<file path="src/rtl/imem_loader.sv">
`default_nettype none
// ============================================================================
// Module      : imem_loader
// Description : Boot-time instruction memory writer. It takes a byte stream
//               (16-bit LE word count, then LE words) and holds the core in
//               reset while it writes.
// Revision    : 1.0 - initial release
// ============================================================================
module imem_loader #(
    parameter logic [31:0] BASE_ADDR = 32'h0000_1000,
    parameter int unsigned MAX_WORDS = 1024
) (
    input  logic        clk,
    input  logic        rst_n,
    input  logic        start,
    input  logic        in_valid,
    input  logic [7:0]  in_data,
    output logic        in_ready,
    output logic        we,
    output logic [31:0] wa,
    output logic [31:0] wd,
    output logic        busy,
    output logic        done,
    output logic        error,
    output logic        cpu_hold
);

    typedef enum logic [2:0] {
        S_IDLE  = 3'd0,
        S_LEN0  = 3'd1,
        S_LEN1  = 3'd2,
        S_DATA  = 3'd3,
        S_WRITE = 3'd4,
        S_DONE  = 3'd5,
        S_ERR   = 3'd6
    } state_t;

    localparam logic [31:0] c_max_words = MAX_WORDS;

    state_t      state_q;
    logic [15:0] len_q;
    logic [15:0] idx_q;
    logic [1:0]  byte_cnt_q;
    logic [23:0] word_q;
    logic        in_ready_q;
    logic        we_q;
    logic [31:0] wa_q;
    logic [31:0] wd_q;
    logic        busy_q;
    logic        done_q;
    logic        error_q;

    logic        w_accept;
    logic [15:0] w_len;
    logic [31:0] w_addr;

    assign w_accept = in_valid & in_ready_q;
    assign w_len    = {in_data, len_q[7:0]};
    assign w_addr   = BASE_ADDR + {14'd0, idx_q, 2'b00};

    // All outputs are registered and updated together with the state so they
    // always reflect the state the FSM is currently in.
    always_ff @(posedge clk or negedge rst_n) begin
        if (!rst_n) begin
            state_q    <= S_IDLE;
            len_q      <= 16'd0;
            idx_q      <= 16'd0;
            byte_cnt_q <= 2'd0;
            word_q     <= 24'd0;
            in_ready_q <= 1'b0;
            we_q       <= 1'b0;
            wa_q       <= 32'd0;
            wd_q       <= 32'd0;
            busy_q     <= 1'b0;
            done_q     <= 1'b0;
            error_q    <= 1'b0;
        end else begin
            we_q <= 1'b0;
            case (state_q)
                S_IDLE, S_DONE, S_ERR: begin
                    if (start) begin
                        state_q    <= S_LEN0;
                        in_ready_q <= 1'b1;
                        busy_q     <= 1'b1;
                        done_q     <= 1'b0;
                        error_q    <= 1'b0;
                    end
                end
                S_LEN0: begin
                    if (w_accept) begin
                        len_q[7:0] <= in_data;
                        state_q    <= S_LEN1;
                    end
                end
                S_LEN1: begin
                    if (w_accept) begin
                        len_q[15:8] <= in_data;
                        if (w_len == 16'd0) begin
                            state_q    <= S_DONE;
                            in_ready_q <= 1'b0;
                            busy_q     <= 1'b0;
                            done_q     <= 1'b1;
                        end else if ({16'd0, w_len} > c_max_words) begin
                            state_q    <= S_ERR;
                            in_ready_q <= 1'b0;
                            busy_q     <= 1'b0;
                            error_q    <= 1'b1;
                        end else begin
                            state_q    <= S_DATA;
                            idx_q      <= 16'd0;
                            byte_cnt_q <= 2'd0;
                        end
                    end
                end
                S_DATA: begin
                    if (w_accept) begin
                        byte_cnt_q <= byte_cnt_q + 2'd1;
                        case (byte_cnt_q)
                            2'd0: word_q[7:0]   <= in_data;
                            2'd1: word_q[15:8]  <= in_data;
                            2'd2: word_q[23:16] <= in_data;
                            default: begin
                                // Final byte goes straight to the write port.
                                state_q    <= S_WRITE;
                                in_ready_q <= 1'b0;
                                we_q       <= 1'b1;
                                wa_q       <= w_addr;
                                wd_q       <= {in_data, word_q};
                            end
                        endcase
                    end
                end
                S_WRITE: begin
                    idx_q      <= idx_q + 16'd1;
                    byte_cnt_q <= 2'd0;
                    if (idx_q + 16'd1 == len_q) begin
                        state_q <= S_DONE;
                        busy_q  <= 1'b0;
                        done_q  <= 1'b1;
                    end else begin
                        state_q    <= S_DATA;
                        in_ready_q <= 1'b1;
                    end
                end
                default: begin
                    state_q    <= S_IDLE;
                    in_ready_q <= 1'b0;
                    busy_q     <= 1'b0;
                end
            endcase
        end
    end

    assign in_ready = in_ready_q;
    assign we       = we_q;
    assign wa       = wa_q;
    assign wd       = wd_q;
    assign busy     = busy_q;
    assign cpu_hold = busy_q;
    assign done     = done_q;
    assign error    = error_q;

endmodule
`default_nettype wire

</file>
<file path="config.mk">
export PLATFORM = sky130hd
export DESIGN_NAME = imem_loader
export DESIGN_NICKNAME = d
export VERILOG_FILES = /design/src/rtl/imem_loader.sv
export SDC_FILE = /design/constraint.sdc
export NUM_CORES = 1
export LEC_CHECK = 0
export ABC_AREA = 1
export CORE_ASPECT_RATIO = 2
export CORE_MARGIN = 3
export CORE_UTILIZATION = 55
export DETAILED_ROUTE_END_ITERATION = 6
export PLACE_DENSITY = 0.86
export SLEW_MARGIN = 40
export SYNTH_ARGS = -nofsm -noshare
export SYNTH_HDL_FRONTEND = slang
export SYNTH_SLANG_ARGS = --single-unit
</file>
<file path="constraint.sdc">
create_clock -name clk -period 1.9 [get_ports clk]
set_input_delay 0.19 -clock clk [delete_from_list [all_inputs] [get_ports clk]]
set_output_delay 0.19 -clock clk [all_outputs]
set_load 0.05 [all_outputs]
</file>
# --- After elaboration in Yosys (flattened, before gate mapping) ---
# Cells that the tools add are included.
# Widths: inputs -> output; s select.
totals:
  ff_bits: 130
  in_bits: 12
  word_cells: 107
op_classes:
  addsub: 3
  magnitude_cmp: 1
  n_eq_ne: 21
  n_mux: 40
  bitwise_logic: 4
  n_reduce_logical: 23
op_table:
  columns: ["op", "n"]
  rows:
  - ["$mux 16", 3]
  - ["$pmux 16 s2", 1]
  - ["$reduce_and 5->1", 5]
  - ["$mux 3", 8]
  - ["$ne 2x2->1 const B", 11]
  - ["$add 13x18->19 const A", 1]
  - ["$mux 1", 18]
  - ["$add 16x1->16 const B", 1]
  - ["$eq 16x16->1", 1]
  - ["$gt 16x11->1 const B", 1]
  - ["$logic_not 16->1", 1]
  - ["$pmux 3 s5", 1]
  - ["$reduce_and 3->1", 4]
  - ["$eq 3x3->1 const B", 3]
  - ["$mux 2", 4]
  - ["$reduce_and 7->1", 1]
  - ["$eq 3x2->1 const B", 2]
  - ["$pmux 2 s3", 1]
  - ["$reduce_bool 3->1", 2]
  - ["$reduce_or 3->1", 2]
  - ["$pmux 1 s5", 1]
  - ["$pmux 1 s4", 1]
  - ["$reduce_and 2->1", 2]
  - ["$reduce_and 4->1", 1]
  - ["13 further kinds", 16]

# --- Longest topological paths before layout ---
logic_depth:
  depth_word: 5
  mapped_depth: 16
  mapped_depth_nobuf: 16

# --- Worst setup path after synthesis ---
# OpenSTA, ideal clock, no wires.
synth_path:
  path_type: "register -> register"
  from: "reg idx_q[0]"
  to: "reg done_q (netlist: done)"
  arrival_ps: 1628
  slack_ps: 153
  path_stages_with_launch: 17
  path_buffers: 0
  synth_period_minus_slack_ps: 1747
  cell_sequence: "dfrtp_1 -> ha_1 -> nand2_2 -> nor2_8 -> nand3_4 -> nand2_1 -> nand2_1 -> nand2_1 -> nand2_1 -> inv_1 -> nand2_1 -> nor2_1 -> nand3_1 -> nand2_2 -> nand2_1 -> nand2_1 -> nand2_1"
synth_between:
  elab_chain_len: 4
synth_rtl:
  columns: ["element", "line_no", "rtl"]
  rows:
  - ["start, declared", "42", "logic [15:0] idx_q;"]
  - ["start signal, assigned", "134", "idx_q <= idx_q + 16'd1;"]
  - ["$add 16x1->16", "136", "if (idx_q + 16'd1 == len_q) begin"]
  - ["$eq 16x16->1", "136", null]
  - ["$ne 2x2->1 (no source line)", null, null]
  - ["$reduce_and 5->1 (no source line)", null, null]
  - ["end signal, assigned", "85", "done_q <= 1'b0;"]
  - ["end signal, assigned", "102", "done_q <= 1'b1;"]
  - ["end signal, assigned", "139", "done_q <= 1'b1;"]
  - ["end, declared", "50", "logic done_q;"]
# No other way between the ends.
# A chain may end at the register's enable or synchronous reset.

# --- Worst setup path after layout ---
layout_path:
  from: "reg idx_q[0]"
  to: "reg in_ready_q (netlist: in_ready)"
layout_between:
  elab_chain_len: 4
layout_rtl:
  columns: ["element", "line_no", "rtl"]
  rows:
  - ["$add 16x1->16", "136", null]
  - ["$eq 16x16->1", "136", null]
  - ["$ne 2x2->1 (no source line)", null, null]
  - ["$reduce_and 7->1 (no source line)", null, null]
  - ["end signal, assigned", "125", "in_ready_q <= 1'b0;"]
  - ["end signal, assigned", "142", "in_ready_q <= 1'b1;"]
  - ["end signal, assigned", "147", "in_ready_q <= 1'b0;"]
  - ["end, declared", "45", "logic in_ready_q;"]
# No other way between the ends.

==> out/results.ini <==
[yosys]
synth-seq-cells = 115
netlist_area_um2 = 5670
synth.avg_cell_area_um2 = 7.90
yosysTopAreaCell = dfrtp_1
yosysWarnings = 0
synth_cell_types = 36
ys_seq_area_share_pct = 50.7
yosys-top-cells-area = dfrtp_1 (51%), nand2_1 (18%), o21ai_0 (6.5%), nand3_1 (4.1%), inv_1 (4.1%)
syn_inst = 718
synth_top_area_share_pct = 50.7

[routing]
first_iter_violations = 405
detail-route-antenna-nets = 0
firstDrtPassIters = 5
drc_errors = 0
avgRoutedWirePerCell_um = 18.0
viasPerCell = 5.55
drt-total-wl_um = 18200
vias = 5631

[timing]
tightestPinTransition_ns = 0.551
hold_viol = 0
fin_crit_ns = 2.06
rsz0062_at_grt = true
timing.fmax_mhz = 484
setup_ws_ns = -0.165
fin_setup_tns_ns = -0.800
period_share_pct = 109
setup_violations = 7
slew_viol_final = 0
slew_headroom_pct = 63.1
fin_skew_ns = 0.00727

[floorplanning]
dieHeight_um = 150
rows = 51
start_util_pct = 57.4
die_area_um2 = 11600
die_width_um = 77.8
core_um2 = 9890
ioPinCount = 82

[finish]
ff_latch_area_um2 = 2880
final_util_pct = 80.2
layout_common_cells = nand2_1 (260), dfrtp_1 (112), buf_4 (75), o21ai_0 (73), clkdlybuf4s50_1 (65)
final-instance-count-excl-fill = 1015
layout_commonest_cell = nand2_1
synthToLayoutAreaGrowth_pct = 39.7
antenna_cells = 0
finalNetCount = 888
multiInputGateArea_um2 = 2620
drive_above_1_share_pct = 21.7
n_fill_cell = 607

[clock_network]
cts_buffers = 17
clkLatencyLatePin_ns = 0.42
cts_root_buf = clkbuf_16
clockBufferDepth = 2
cts_tree = built
htree_levels = 4
cts_sinks = 115
clk_pin_slew_worst_paths_ns = 0.06

[grt]
grt_max_degree = 60
overflow = 0
grt_usage_pct = 32.8
grt_pass1_vias = 5908
grt_pass1_wl_um = 29300
antenna_found_initial = 0

[worst_setup_path]
startpoint = idx_q[0]$_DFFE_PN0P_
worstReg2RegEnd = in_ready$_DFFE_PN0P_
end_kind = register
r2r_slack_ns = -0.16
crit_arrival_ns = 2.37
r2r_start = idx_q[0]$_DFFE_PN0P_
crit_type = register to register
critPathCapture = in_ready$_DFFE_PN0P_
startpoint_type = register
worst_ep_required_time_ns = 2.21
rr_worst_depth = 14
crit_fanout = 5

[worst_hold_path]
worstHoldPathType = primary input to async pin

[job]
drv_cap = 0

[placement]
io_buffers = 66
finalWeightedCongestion = 0.965
pre_cts_ws_ns = -0.586
hpwl_um = 11900
placedCellCount = 965

[outcome]
violations = setup timing
status = complete, but fails checks

[power_and_ir_drop]
max-vdd-ir-drop_mv = 0.963
p_leak_nw = 4.16
p_per_area_nw_per_um2 = 768

[synth_stat cells]
cell / count
inv_1: 62
nor3_1: 2
nor2_8: 2
conb_1: 1
nor2_4: 5
ha_1: 6
dfrtp_1: 115
a21oi_1: 1
o22ai_1: 6
o211ai_1: 1
a22o_1: 1
xor2_1: 2
a21oi_2: 1
nand2_1: 275
xnor2_1: 1
nor2_1: 33
nand3_4: 1
nor2_2: 4
nand4_1: 9
inv_2: 7
buf_2: 3
clkbuf_1: 13
nand3_1: 47
nand3b_1: 5
or2_0: 1
o41ai_1: 1
clkinv_1: 1
o21ai_0: 74
nor3_2: 1
nor4_1: 2
nand3_2: 4
nand2_2: 9
nand2_4: 1
a31oi_1: 1
o21ai_1: 4
buf_4: 16
[final cells by class]
type | count | share of cell area (%)
well taps | 132 | 2.08
clock buffers | 17 | 5.37
repair buffers | 150 | 17.2
flip-flops and latches | 115 | 36.3
multi-input cells | 516 | 33.1
inverters | 70 | 3.38
clock inverters | 15 | 2.57
[cell families after synthesis]
kind of cell	Yosys count	share of synthesized area, %
AND/OR/NAND/NOR	401	31.2
flip-flops	115	50.7
buffers and inverters	102	7.87
AO/OA/AOI/OAI	90	8.34
adder cells (fa/ha/maj)	6	1.32
XOR/XNOR	3	0.463
other	1	0.0661
[routing by layer]
| metal | part of all wire, % | vias up | global-route usage (%) |
|---|---|---|---|
| met5 | 0 | - | 0 |
| met4 | 7.4 | 0 | 23.2 |
| met3 | 6.1 | 107 | 7.89 |
| met2 | 54 | 292 | 59.5 |
| met1 | 33 | 2665 | 31.8 |
| li1 | - | 2567 | - |
[worst max-delay path: stages, from the launching register on]
cell      delay (ns)
dfrtp_1         0.43
ha_4            0.22
nand2_8         0.09
nor2_8          0.17
nand2_1         0.11
nand3_2         0.10
nand2_1         0.07
clkinv_1        0.05
nand3_2         0.09
nor2_4          0.17
nand2_1         0.09
nor2_2          0.09
nand3_2         0.11
nand3b_1        0.10
nand2_1         0.05
[timing repair]
action | in CTS | in global routing
gates cloned | 1 | 0
pin swaps | 20 | 20
endpoints found under the hold margin | 56 | 0
buffers inserted | 12 | 4
endpoints found under the setup margin | 23 | 84
hold buffers | 1 | 0
gates resized for setup | 32 | 30
[how the worst min path moves through the flow]
stage                     depth (start not counted)                end  slack (ns)   from
after floorplan                                   0   busy$_DFFE_PN0P_       -0.11  rst_n
after global placement                            1  wd[5]$_DFFE_PN0P_         0.1  rst_n
after detailed placement                          1  wd[5]$_DFFE_PN0P_        0.10  rst_n
after CTS                                         2  wd[5]$_DFFE_PN0P_        0.20  rst_n
after global routing                              2  wd[5]$_DFFE_PN0P_        0.22  rst_n
final                                             2  wd[5]$_DFFE_PN0P_        0.21  rst_n
[sequential cells by signal (all words and copies together), names as in the netlist, 2 cells and up]
register / count
wd: 32
word_q: 24
wa: 17
idx_q: 16
len_q: 16
state_q: 3
byte_cnt_q: 2
[report_power, final]
| part | switching, mW | internal, mW | total [mW] |
|---|---|---|---|
| Clock | 1.22 | 2.20 | 3.43 |
| Combinational | 0.159 | 0.0484 | 0.207 |
| Sequential | 0.000876 | 2.45 | 2.45 |
| Total | 1.38 | 4.70 | 6.09 |
[per-stage QoR]
| stage | power, mW | cell area (um2) | hold slack, ns |
|---|---|---|---|
| 2_1_floorplan | 2.60 | 5730 | -0.106 |
| 3_3_place_gp | 2.70 | 6910 | 0.0983 |
| 3_5_place_dp | 2.70 | 6910 | 0.100 |
| 4_1_cts | 6.10 | 7790 | 0.202 |
| 5_1_grt | 6.23 | 7930 | 0.219 |
| 6_report | 6.09 | 7930 | 0.206 |
Power figures use the tool's default switching activity.
